--- src/rtl/endstop_pkg.sv ---
// endstop_pkg: shared types and constants for the endstop monitor.
//   state_t       - monitor state encoding (IDLE / ARMED / TRIGGERED)
//   SRC_MIN/MAX   - bit positions inside trig_src and endstops
//   sat_add       - saturating add used by the optional glitch counter
//                   (ENDSTOP_GLITCH_COUNT_EN builds only)
package endstop_pkg;

   typedef enum logic [1:0] {
      ST_IDLE      = 2'd0,
      ST_ARMED     = 2'd1,
      ST_TRIGGERED = 2'd2
   } state_t;

   localparam int SRC_MIN  = 0;
   localparam int SRC_MAX  = 1;
   localparam int GLITCH_W = 16;

   function automatic logic [GLITCH_W-1:0] sat_add(input logic [GLITCH_W-1:0] a,
                                                   input logic [1:0]          b);
      logic [GLITCH_W:0] sum;
      sum = {1'b0, a} + (GLITCH_W+1)'(b);
      return sum[GLITCH_W] ? '1 : sum[GLITCH_W-1:0];
   endfunction

endpackage

--- src/rtl/endstop_debounce.sv ---
// endstop_debounce: one endstop pin -> 2-FF synchroniser -> polarity fix ->
// debounce counter.
//   clk, rst     - clock, synchronous active-high reset
//   pin          - raw asynchronous pin
//   debounce_n   - threshold: level follows s after debounce_n+1 differing cycles
//   level        - debounced value, 1 = asserted
//   bounce       - (ENDSTOP_GLITCH_COUNT_EN only) s returned to level mid-count
module endstop_debounce
   import endstop_pkg::*;
#(
   parameter int DB_W       = 16,
   parameter int ACTIVE_LOW = 0
) (
   input  logic            clk,
   input  logic            rst,
   input  logic            pin,
   input  logic [DB_W-1:0] debounce_n,
   output logic            level
`ifdef ENDSTOP_GLITCH_COUNT_EN
   ,
   output logic            bounce
`endif
);

   localparam logic POL = (ACTIVE_LOW != 0);

   logic [1:0]      sync;
   logic            s;
   logic [DB_W-1:0] cnt;

   assign s = sync[1] ^ POL;

`ifdef ENDSTOP_GLITCH_COUNT_EN
   // A nonzero count means s differed from level last cycle without winning.
   assign bounce = (s == level) && (cnt != '0);
`endif

   always_ff @(posedge clk) begin
      if (rst) begin
         sync  <= '0;
         level <= 1'b0;
         cnt   <= '0;
      end else begin
         sync <= {sync[0], pin};
         if (s == level) begin
            cnt <= '0;
         end else if (cnt == debounce_n) begin
            // threshold read live, so a new debounce_n applies to a run in flight
            level <= s;
            cnt   <= '0;
         end else begin
            cnt <= cnt + DB_W'(1);
         end
      end
   end

endmodule

--- src/rtl/endstop_monitor.sv ---
// endstop_monitor: per-axis limit-switch and step-position monitor.
//   clk, rst            - clock, synchronous active-high reset
//   step_stb, step_dir  - step strobe and direction (1 = +1) from profile gen
//   endstop_min_in/max  - raw endstop pins
//   debounce_n          - debounce threshold in cycles
//   arm/disarm/clear    - control strobes for the IDLE/ARMED/TRIGGERED machine
//   set_pos, pos_val    - load position (wins over a same-cycle step)
//   position            - current step position (wraps mod 2^POS_W)
//   trig_pos, trig_src  - position and {max,min} cause latched at trigger
//   endstops            - debounced {max, min}
//   armed               - state is ARMED
//   abort, hit          - one-cycle pulses on trigger
//   glitch_cnt          - rejected-bounce counter, present only when
//                         ENDSTOP_GLITCH_COUNT_EN is defined
module endstop_monitor
   import endstop_pkg::*;
#(
   parameter int POS_W          = 32,
   parameter int DB_W           = 16,
   parameter int MIN_ACTIVE_LOW = 0,
   parameter int MAX_ACTIVE_LOW = 0
) (
   input  logic             clk,
   input  logic             rst,
   input  logic             step_stb,
   input  logic             step_dir,
   input  logic             endstop_min_in,
   input  logic             endstop_max_in,
   input  logic [DB_W-1:0]  debounce_n,
   input  logic             arm,
   input  logic             disarm,
   input  logic             clear,
   input  logic             set_pos,
   input  logic [POS_W-1:0] pos_val,
   output logic [POS_W-1:0] position,
   output logic [POS_W-1:0] trig_pos,
   output logic [1:0]       trig_src,
   output logic [1:0]       endstops,
   output logic             armed,
   output logic             abort,
   output logic             hit
`ifdef ENDSTOP_GLITCH_COUNT_EN
   ,
   output logic [GLITCH_W-1:0] glitch_cnt
`endif
);

   logic [1:0]       pins;
   logic [1:0]       d;
   logic [POS_W-1:0] pos_nxt;
   state_t           state;
`ifdef ENDSTOP_GLITCH_COUNT_EN
   logic [1:0]       bounce;
`endif

   assign pins = {endstop_max_in, endstop_min_in};

   for (genvar g = 0; g < 2; g++) begin : g_pin
      endstop_debounce #(
         .DB_W       (DB_W),
         .ACTIVE_LOW ((g == SRC_MIN) ? MIN_ACTIVE_LOW : MAX_ACTIVE_LOW)
      ) u_db (
         .clk        (clk),
         .rst        (rst),
         .pin        (pins[g]),
         .debounce_n (debounce_n),
         .level      (d[g])
`ifdef ENDSTOP_GLITCH_COUNT_EN
         ,
         .bounce     (bounce[g])
`endif
      );
   end

   assign endstops = d;
   assign armed    = (state == ST_ARMED);

   // Next position; trig_pos samples this so a step in the trigger cycle counts.
   always_comb begin
      pos_nxt = position;
      if (set_pos)
         pos_nxt = pos_val;
      else if (step_stb)
         pos_nxt = step_dir ? position + POS_W'(1) : position - POS_W'(1);
   end

   always_ff @(posedge clk) begin
      if (rst) begin
         state    <= ST_IDLE;
         position <= '0;
         trig_pos <= '0;
         trig_src <= '0;
         abort    <= 1'b0;
         hit      <= 1'b0;
      end else begin
         position <= pos_nxt;
         abort    <= 1'b0;
         hit      <= 1'b0;
         case (state)
            ST_IDLE:
               if (arm) state <= ST_ARMED;
            ST_ARMED:
               if (|d) begin
                  // trigger beats a same-cycle disarm
                  state    <= ST_TRIGGERED;
                  abort    <= 1'b1;
                  hit      <= 1'b1;
                  trig_pos <= pos_nxt;
                  trig_src <= d;
               end else if (disarm) begin
                  state <= ST_IDLE;
               end
            ST_TRIGGERED:
               if (clear) state <= ST_IDLE;
            default:
               state <= ST_IDLE;
         endcase
      end
   end

`ifdef ENDSTOP_GLITCH_COUNT_EN
   always_ff @(posedge clk) begin
      if (rst || clear)
         glitch_cnt <= '0;
      else
         glitch_cnt <= sat_add(glitch_cnt, {1'b0, bounce[0]} + {1'b0, bounce[1]});
   end
`endif

endmodule
--- config.mk ---
export PLATFORM = sky130hd
export DESIGN_NAME = endstop_monitor
export DESIGN_NICKNAME = d
export VERILOG_FILES = /design/src/rtl/endstop_pkg.sv /design/src/rtl/endstop_debounce.sv /design/src/rtl/endstop_monitor.sv
export SDC_FILE = /design/constraint.sdc
export NUM_CORES = 1
export LEC_CHECK = 0
export CORE_AREA = 2 2 125 127
export DETAILED_ROUTE_END_ITERATION = 8
export DIE_AREA = 0 0 127 129
export HOLD_SLACK_MARGIN = 0.02
export PLACE_DENSITY = 0.75
export SETUP_SLACK_MARGIN = 0.5
export SLEW_MARGIN = 20
export SYNTH_ARGS = -nofsm -noshare
export SYNTH_HDL_FRONTEND = slang
export SYNTH_SLANG_ARGS = --single-unit
--- constraint.sdc ---
create_clock -name clk -period 8.07 [get_ports clk]
set_clock_uncertainty 0.2 [all_clocks]
set_input_delay 1.614 -clock clk [delete_from_list [all_inputs] [get_ports clk]]
set_output_delay 1.614 -clock clk [all_outputs]
set_load 0.01 [all_outputs]
---- Yosys cells after proc, flatten, opt, wreduce, memory -nomap -nowiden ----
Cells that the tools add are included.
storage, ports and cells
  logic and storage cells ................. 45
  output and inout bits ................... 71
  flip-flop bits (word level) ............. 107
  input bits .............................. 58
operators by class
  eq/ne operators ......................... 9
  add/sub/neg operators ................... 4
  bitwise gates (word level) .............. 3
  multiplexer cells ....................... 9
  reduce and logical (&&, ||, !) cells .... 9
operators with widths
  operator                 number
  $mux W32                 3
  $add A16 B1 Y16 const B  2
  $add A32 B1 Y32 const B  1
  $eq A16 B16 Y1           2
  $sub A32 B1 Y32 const B  1
  $mux W2                  4
  $pmux W2 S3              1
  $reduce_and A2 Y1        3
  $reduce_or A3 Y1         2
  $ne A2 B2 Y1 const B     2
  $reduce_or A2 Y1         2
  $ne A3 B2 Y1 const B     1
  $not A1 Y1               3
  $reduce_and A3 Y1        1
  $eq A1 B1 Y1             2
  $eq A2 B1 Y1 const B     1
  $eq A2 B2 Y1 const B     1
  $logic_not A2 Y1         1
  $mux W1                  1

---- Logic depth before layout (Yosys ltp) ----
Gate-level depths: netlist of run 1.
  depth in word-level cells ............... 4
  gate-level depth with buffers ........... 12
  mapped depth without buffers ............ 11

---- Hierarchy ----
Synthesis of run 1 repeated with hierarchy kept, for this count alone.
second synthesis, totals
  cell total of the unflattened synthesis .. 772
  area total of the unflattened synthesis .. 6593.8 um2
modules (own cells, without submodules)
  module            seq. area each (um2)  cells each  area each (um2)  times used
  endstop_monitor   1381.3                558         4511.8           1
  endstop_debounce  380.4                 107         1041.0           2

---- Worst setup path after synthesis of run 1 ----
Ideal clock, no wire load.
  path kind ............................... input port to flip-flop
  start ................................... in step_dir
  end ..................................... reg trig_pos[25]
  setup time .............................. 0.067 ns
  slack ................................... 3.573 ns
  required time ........................... 7.803 ns
  data arrival time ....................... 4.229 ns
  buffers on the path ..................... 0
  stages .................................. 11
  cells stage by stage .................... inv_1 > ha_1 > nor3_1 > nor4_2 > a211oi_2 > o41ai_2 > a21oi_1 > xnor2_1 > mux2i_1 > a211o_1 > a21oi_2
on the way
  cells in the longest elaborated chain, start to end .. 3
RTL lines
  item                    line                    text
  start: declaration      endstop_monitor.sv:26   input logic step_dir,
  $mux W32                endstop_monitor.sv:84   pos_nxt = step_dir ? position + POS_W'(1) : position - POS_W'(1);
  $mux W32                endstop_monitor.sv:83   else if (step_stb)
  $mux W32                endstop_monitor.sv:81   if (set_pos)
  end signal: assignment  endstop_monitor.sv:108  trig_pos <= pos_nxt;
  end: declaration        endstop_monitor.sv:36   output logic [POS_W-1:0] trig_pos,
No other way between the ends.
A chain may end at the register's enable or synchronous reset.

---- Worst setup path in the final report of run 1 ----
Same ends and word-level chain as after synthesis.

==> out/summary.txt, run 1 <==
Startpoint Class -> input pin
reg2reg path depth -> 11
fillers -> 1397
TritonCTS clock tree -> yes
combinational group share of total power -> 24.6%
H-tree lvl count -> 3
antenna viol nets, final -> 0
post-synthesis sequential area ratio -> 33.8%
Die Wd -> 127 um
Critical-path top delay cell -> clkdlybuf4s50_1
CTS max path bufs -> 2
RSZ-0062 raised after global routing -> no
Worst-path clk slew -> 70 ps
synth cell count leaders -> dfxtp_1 (107), nor2_1 (101), a21oi_1 (62)
Post-CTS Resized -> 0
post-synthesis instance total -> 781
top post-synthesis cells by area -> dfxtp_1 (34%), xnor2_1 (8.1%), ha_1 (6.3%)
# rows -> 45
Iter 0 DRT Violations -> 516
type of the worst setup path -> in -> reg
WL final -> 17.8 mm
Max Fclk -> 191 MHz
WHS Path Cells -> 1
Total Routing Usage GR -> 21.7%
status -> complete, no violations
synth unique cells -> 64
nets -> 974
Min-Delay Path Class -> reg -> reg
worst rel slew slack -> 53.0%
min Tclk post-route -> 5250 ps
Hold Buf Count CTS -> 0
Flop pwr share -> 41.8%
IO Pins -> 129
async set-reset flop share out of synthesis -> 0%
Sinks on Clock Net -> 107
switching power -> 395 uW
via/cell ratio -> 5.54
die area -> 16400 um^2
global-route wire length before repair -> 28.4 mm
CP Max Fanout -> 21
Worst-Skew Late Latency -> 350 ps
Final Cycle Share -> 65.0%
Switching Fraction -> 29.4%
CP Cell Sequence -> clkdlybuf4s50_1 > inv_1 > buf_4 > ha_1 > a21oi_1 > o211ai_2 > a211oi_2 > o41ai_2 > a21oi_1 > xnor2_1 > mux2i_1 > a211o_1 > a21oi_2
Synth Net Count -> 872
maximum vdd drop -> 0.109 mV
Area growth syn-to-layout -> 26.6%
vias -> 5947
Root Driver -> clkbuf_16
Post-CTS Setup Repair Bufs -> 0
leading area contributor after synthesis -> dfxtp_1
Pwr per Cell Area -> 167 nW/um^2
Yosys warning count -> 0
Fin Setup TNS -> 0 ps
CP peak stage delay -> 570 ps
Worst Max-Slew Pin Slew -> 701 ps
max cap viols -> 0
ys flop type -> dfxtp_1
Hold Vio Cnt, Final -> 0
DP Wirelength -> 13.0 mm
total gr overflow -> 0
area fraction of the dominant cell type after synthesis -> 33.8%
initial antenna violation count -> 0
FF+latch count, synth -> 107
share of cells above drive strength 1 -> 4.52%
I/O Buffers -> 128
crit path DAT -> 5330 ps
final setup vio count -> 0
Req. time, crit path -> 8150 ps
DRC Markers -> 0
Final Slew Violations -> 0
FF+latch area -> 2140 um^2
cell-internal power -> 949 uW
most common cell in the netlist -> dfxtp_1
Synth Area per Inst -> 8.12 um^2
area of the mapped netlist -> 6340 um^2
largest net degree at the start of global routing -> 59
core area -> 15000 um^2
initial core utilization -> 42.3%
CP most frequent cell -> a21oi_1
DR WL/cell -> 16.6 um
number of flops mapped to enable cells by yosys -> 0
diode count -> 0
First-pass DRT Iterations -> 5
Static Leak -> 0.00304 uW
vias in the first global route -> 5412
TritonCTS buffer count -> 9
Worst setup EP type -> flop
Clk network pwr share -> 33.6%
Non-Filler Instances -> 1073
global placement routability congestion -> 0.927
area of the multi-input gates -> 3970 um^2
Die Span Y -> 129 um
DP Cell Count -> 1060
[cell type report]
| type | count | share of cell area, % |
|---|---|---|
| clock buffers | 11 | 3.15 |
| clock inverters | 2 | 0.468 |
| inverters | 16 | 0.748 |
| multi-input cells | 614 | 49.5 |
| flip-flops and latches | 107 | 26.7 |
| well taps | 188 | 2.93 |
| repair buffers | 135 | 16.6 |
[final timing paths]
path	start	to	slack, ps
setup reg to reg	position[0]	trig_pos[24]	4740
hold reg to reg	g_pin[0].u_db.sync[0]	g_pin[0].u_db.sync[1]	240
hold / removal	g_pin[0].u_db.sync[0]	g_pin[0].u_db.sync[1]	240
setup / recovery	step_dir	trig_pos[25]	2820
[power by group through the flow]
stage	combinational [uW]	sequential, uW	clock, uW
global route	362	564	477
global placement	322	574	0
CTS	327	562	457
detailed placement	325	574	0
floorplan	209	575	0
finish	330	562	451
[metrics by stage]
stage / hold WS [ps] / util (%) / setup slack [ps] / total power, uW / cell area (um^2)
detailed placement: 229 / 51.7 / 2500 / 898 / 7740
finish: 242 / 53.6 / 2820 / 1340 / 8030
global placement: 218 / 51.7 / 2610 / 896 / 7740
CTS: 245 / 53.6 / 2830 / 1350 / 8030
floorplan: 214 / - / 3570 / 784 / 6340
global route: 260 / 53.6 / 2510 / 1400 / 8030
[sequential cells by signal (all words and copies together), names as in the netlist]
name,flops
g_pin.u_db.level,2
trig_src,2
hit,1
trig_pos,32
state,2
g_pin.u_db.cnt,32
position,32
g_pin.u_db.sync,4
[placed cells by master (no fill, tap or decap), types with 18 or more instances in the layout]
master           instances
a21o_1                  21
a21oi_1                 62
clkdlybuf4s50_1        127
dfxtp_1                107
ha_1                    32
mux2i_1                 18
nand2_1                 61
nand3_1                 33
nor2_1                 101
nor3_1                  20
o21ai_0                 32
xnor2_1                 59
xor2_1                  24
[worst max-delay path: cells and delay by family]
family	cells	cell delay, ps
compound gates	7	1700
buf+inv	3	1350
fa+ha+maj	1	350
xor+xnor	1	170
mux	1	130
[logic make-up (layout without fill, tap and decap cells)]
kind of cell,after synthesis,in the layout,share of synthesized area (%)
and+or+nand+nor,292,292,21.9
AOI/OAI and AO/OA,188,188,19.6
adders and majority gates,33,33,6.63
xor gates and xnor gates,83,83,11.5
DFF,107,107,33.8
muxes,18,18,2.84
buffers and inverters,60,164,3.81
[per-layer routing]
layer,up-vias,share of wire [%],track usage (%)
met3,14,6.0,3.24
met4,0,1.3,5.56
met1,2774,48,30.6
met2,190,45,34.8
met5,-,0,0
li1,2969,-,-
Note: power is estimated with default switching activity, not from simulation.
==> run 2, diff against run 1 <==
==> constraint.sdc (replaced) <==
create_clock -name clk -period 4.9 [get_ports clk]
set_clock_uncertainty 0.2 [all_clocks]
set_input_delay 0.98 -clock clk [delete_from_list [all_inputs] [get_ports clk]]
set_output_delay 0.98 -clock clk [all_outputs]
set_load 0.01 [all_outputs]
==> run 2 against run 1 <==
  * Clock-buffer cell count shrank 1
  * Largest power group unchanged
  * Critical endpoint is now trig_pos[31]
  * Core utilization grew 0.39 points
  * Setup slack lost 2100 ps
  * Total power grew 70%
  * Largest cell class unchanged
  * Non-clock buffer count grew 2
  * Cell count grew 0.47%
  * Global-route usage is essentially flat
  * Die area is the same
  * Hold slack gained 2.5 ps
==> out/summary.txt, run 2 (synthesized netlist as in run 1, its figures left out) <==
total gr overflow -> 0
CP peak stage delay -> 460 ps
global placement routability congestion -> 0.944
Worst Max-Slew Pin Slew -> 984 ps
Die Wd -> 127 um
min Tclk post-route -> 4160 ps
IO Pins -> 129
Worst setup EP type -> flop
Hold Vio Cnt, Final -> 0
Fin Setup TNS -> 0 ps
CP Max Fanout -> 16
max cap viols -> 0
Sinks on Clock Net -> 107
DR WL/cell -> 16.5 um
final setup vio count -> 0
Static Leak -> 0.00307 uW
commonest non-fill, non-tap cell in the layout -> clkdlybuf4s50_1
H-tree lvl count -> 3
Iter 0 DRT Violations -> 491
diode count -> 0
maximum vdd drop -> 0.183 mV
TritonCTS buffer count -> 9
die area -> 16400 um^2
initial core utilization -> 42.3%
largest net degree at the start of global routing -> 58
Root Driver -> clkbuf_16
WL final -> 17.8 mm
fin util -> 54.0%
core area -> 15000 um^2
Final Slew Violations -> 0
I/O Buffers -> 128
via/cell ratio -> 5.55
TritonCTS clock tree -> yes
share of cells above drive strength 1 -> 5.06%
Area growth syn-to-layout -> 27.5%
Total Routing Usage GR -> 21.7%
initial antenna violation count -> 0
DP Cell Count -> 1062
Min-Delay Path Class -> reg -> reg
hold_ws -> 245 ps
fillers -> 1383
CP Cell Sequence -> clkdlybuf4s50_1 > inv_1 > buf_4 > ha_1 > a21oi_1 > o22ai_1 > a211oi_2 > o211ai_1 > nand2_1 > o211a_1 > o21bai_1 > nand3_1 > o41ai_2
nets -> 976
Final Cycle Share -> 84.9%
DRC Markers -> 0
Critical-path top delay cell -> a211oi_2
Worst-Skew Late Latency -> 360 ps
vias in the first global route -> 5491
Hold Buf Count CTS -> 0
status -> complete, no violations
Non-Filler Instances -> 1078
antenna viol nets, final -> 0
crit path DAT -> 4230 ps
most frequent cells in the layout -> clkdlybuf4s50_1 (127), dfxtp_1 (107), nor2_1 (101), a21oi_1 (62), nand2_1 (61)
Pwr per Cell Area -> 283 nW/um^2
Die Span Y -> 129 um
RSZ-0062 raised after global routing -> no
Post-CTS Setup Repair Bufs -> 0
First-pass DRT Iterations -> 5
Post-CTS Resized -> 0
Req. time, crit path -> 4970 ps
# rows -> 45
DP Wirelength -> 13.3 mm
Startpoint Class -> input pin
type of the worst setup path -> in -> reg
global-route wire length before repair -> 28.4 mm
Largest regs -> g_pin.u_db.cnt (32), position (32), trig_pos (32)
CTS max path bufs -> 2
Max Fclk -> 240 MHz
vias -> 5980
Worst-path clk slew -> 70 ps
worst rel slew slack -> 34.0%
## run 2: cell count changes in the layout (fill, tap and decap cells not counted)
cell	delta
buf_4	+2
bufinv_16	+1
inv_8	+2
clkinv_2	+1
clkbuf_8	-1
## run 2: cell type report
| cell class | instances | area (um^2) | area share, % |
|---|---|---|---|
| tap | 188 | 235 | 2.91 |
| sequential | 107 | 2140 | 26.5 |
| timing repair buffer | 137 | 1340 | 16.6 |
| multi-input combinational | 614 | 3970 | 49.1 |
| clock buffer | 10 | 239 | 2.96 |
| inverter | 16 | 60.1 | 0.743 |
| clock inverter | 6 | 95.1 | 1.18 |
## run 2: worst paths after layout
check	start	endpoint	cells after the start	slack [ps]
min reg2reg	g_pin[0].u_db.sync[0]	g_pin[0].u_db.sync[1]	1	240
min	g_pin[0].u_db.sync[0]	g_pin[0].u_db.sync[1]	1	240
max reg2reg	position[0]	trig_pos[24]	11	1570
max	step_dir	trig_pos[31]	13	740
## run 2: per-layer routing
layer | GRT usage [%] | wire length, um | up-vias
met1 | 30.8 | 8550 | 2800
met3 | 2.74 | 856 | 28
met4 | 8.40 | 423 | 0
met5 | 0 | 0 | -
li1 | - | - | 2978
met2 | 33.6 | 7990 | 174
## run 2: worst max-delay path, delay by kind of cell
family          cells  cell delay [ps]
buf+inv             3              990
fa+ha+maj           1              360
compound gates      7             1620
simple gates        2              270
## run 2: through the flow
stage	area, um^2	setup slack, ps	power, uW
after floorplan	6340	1040	1290
after global placement	7750	511	1480
after detailed placement	7750	454	1480
after CTS	8090	813	2300
after global routing	8090	511	2390
final	8090	739	2290
## run 2: power breakdown
group | internal [uW] | switching, uW
sequential | 896 | 30.4
combinational | 251 | 295
clock | 468 | 347
total | 1620 | 672
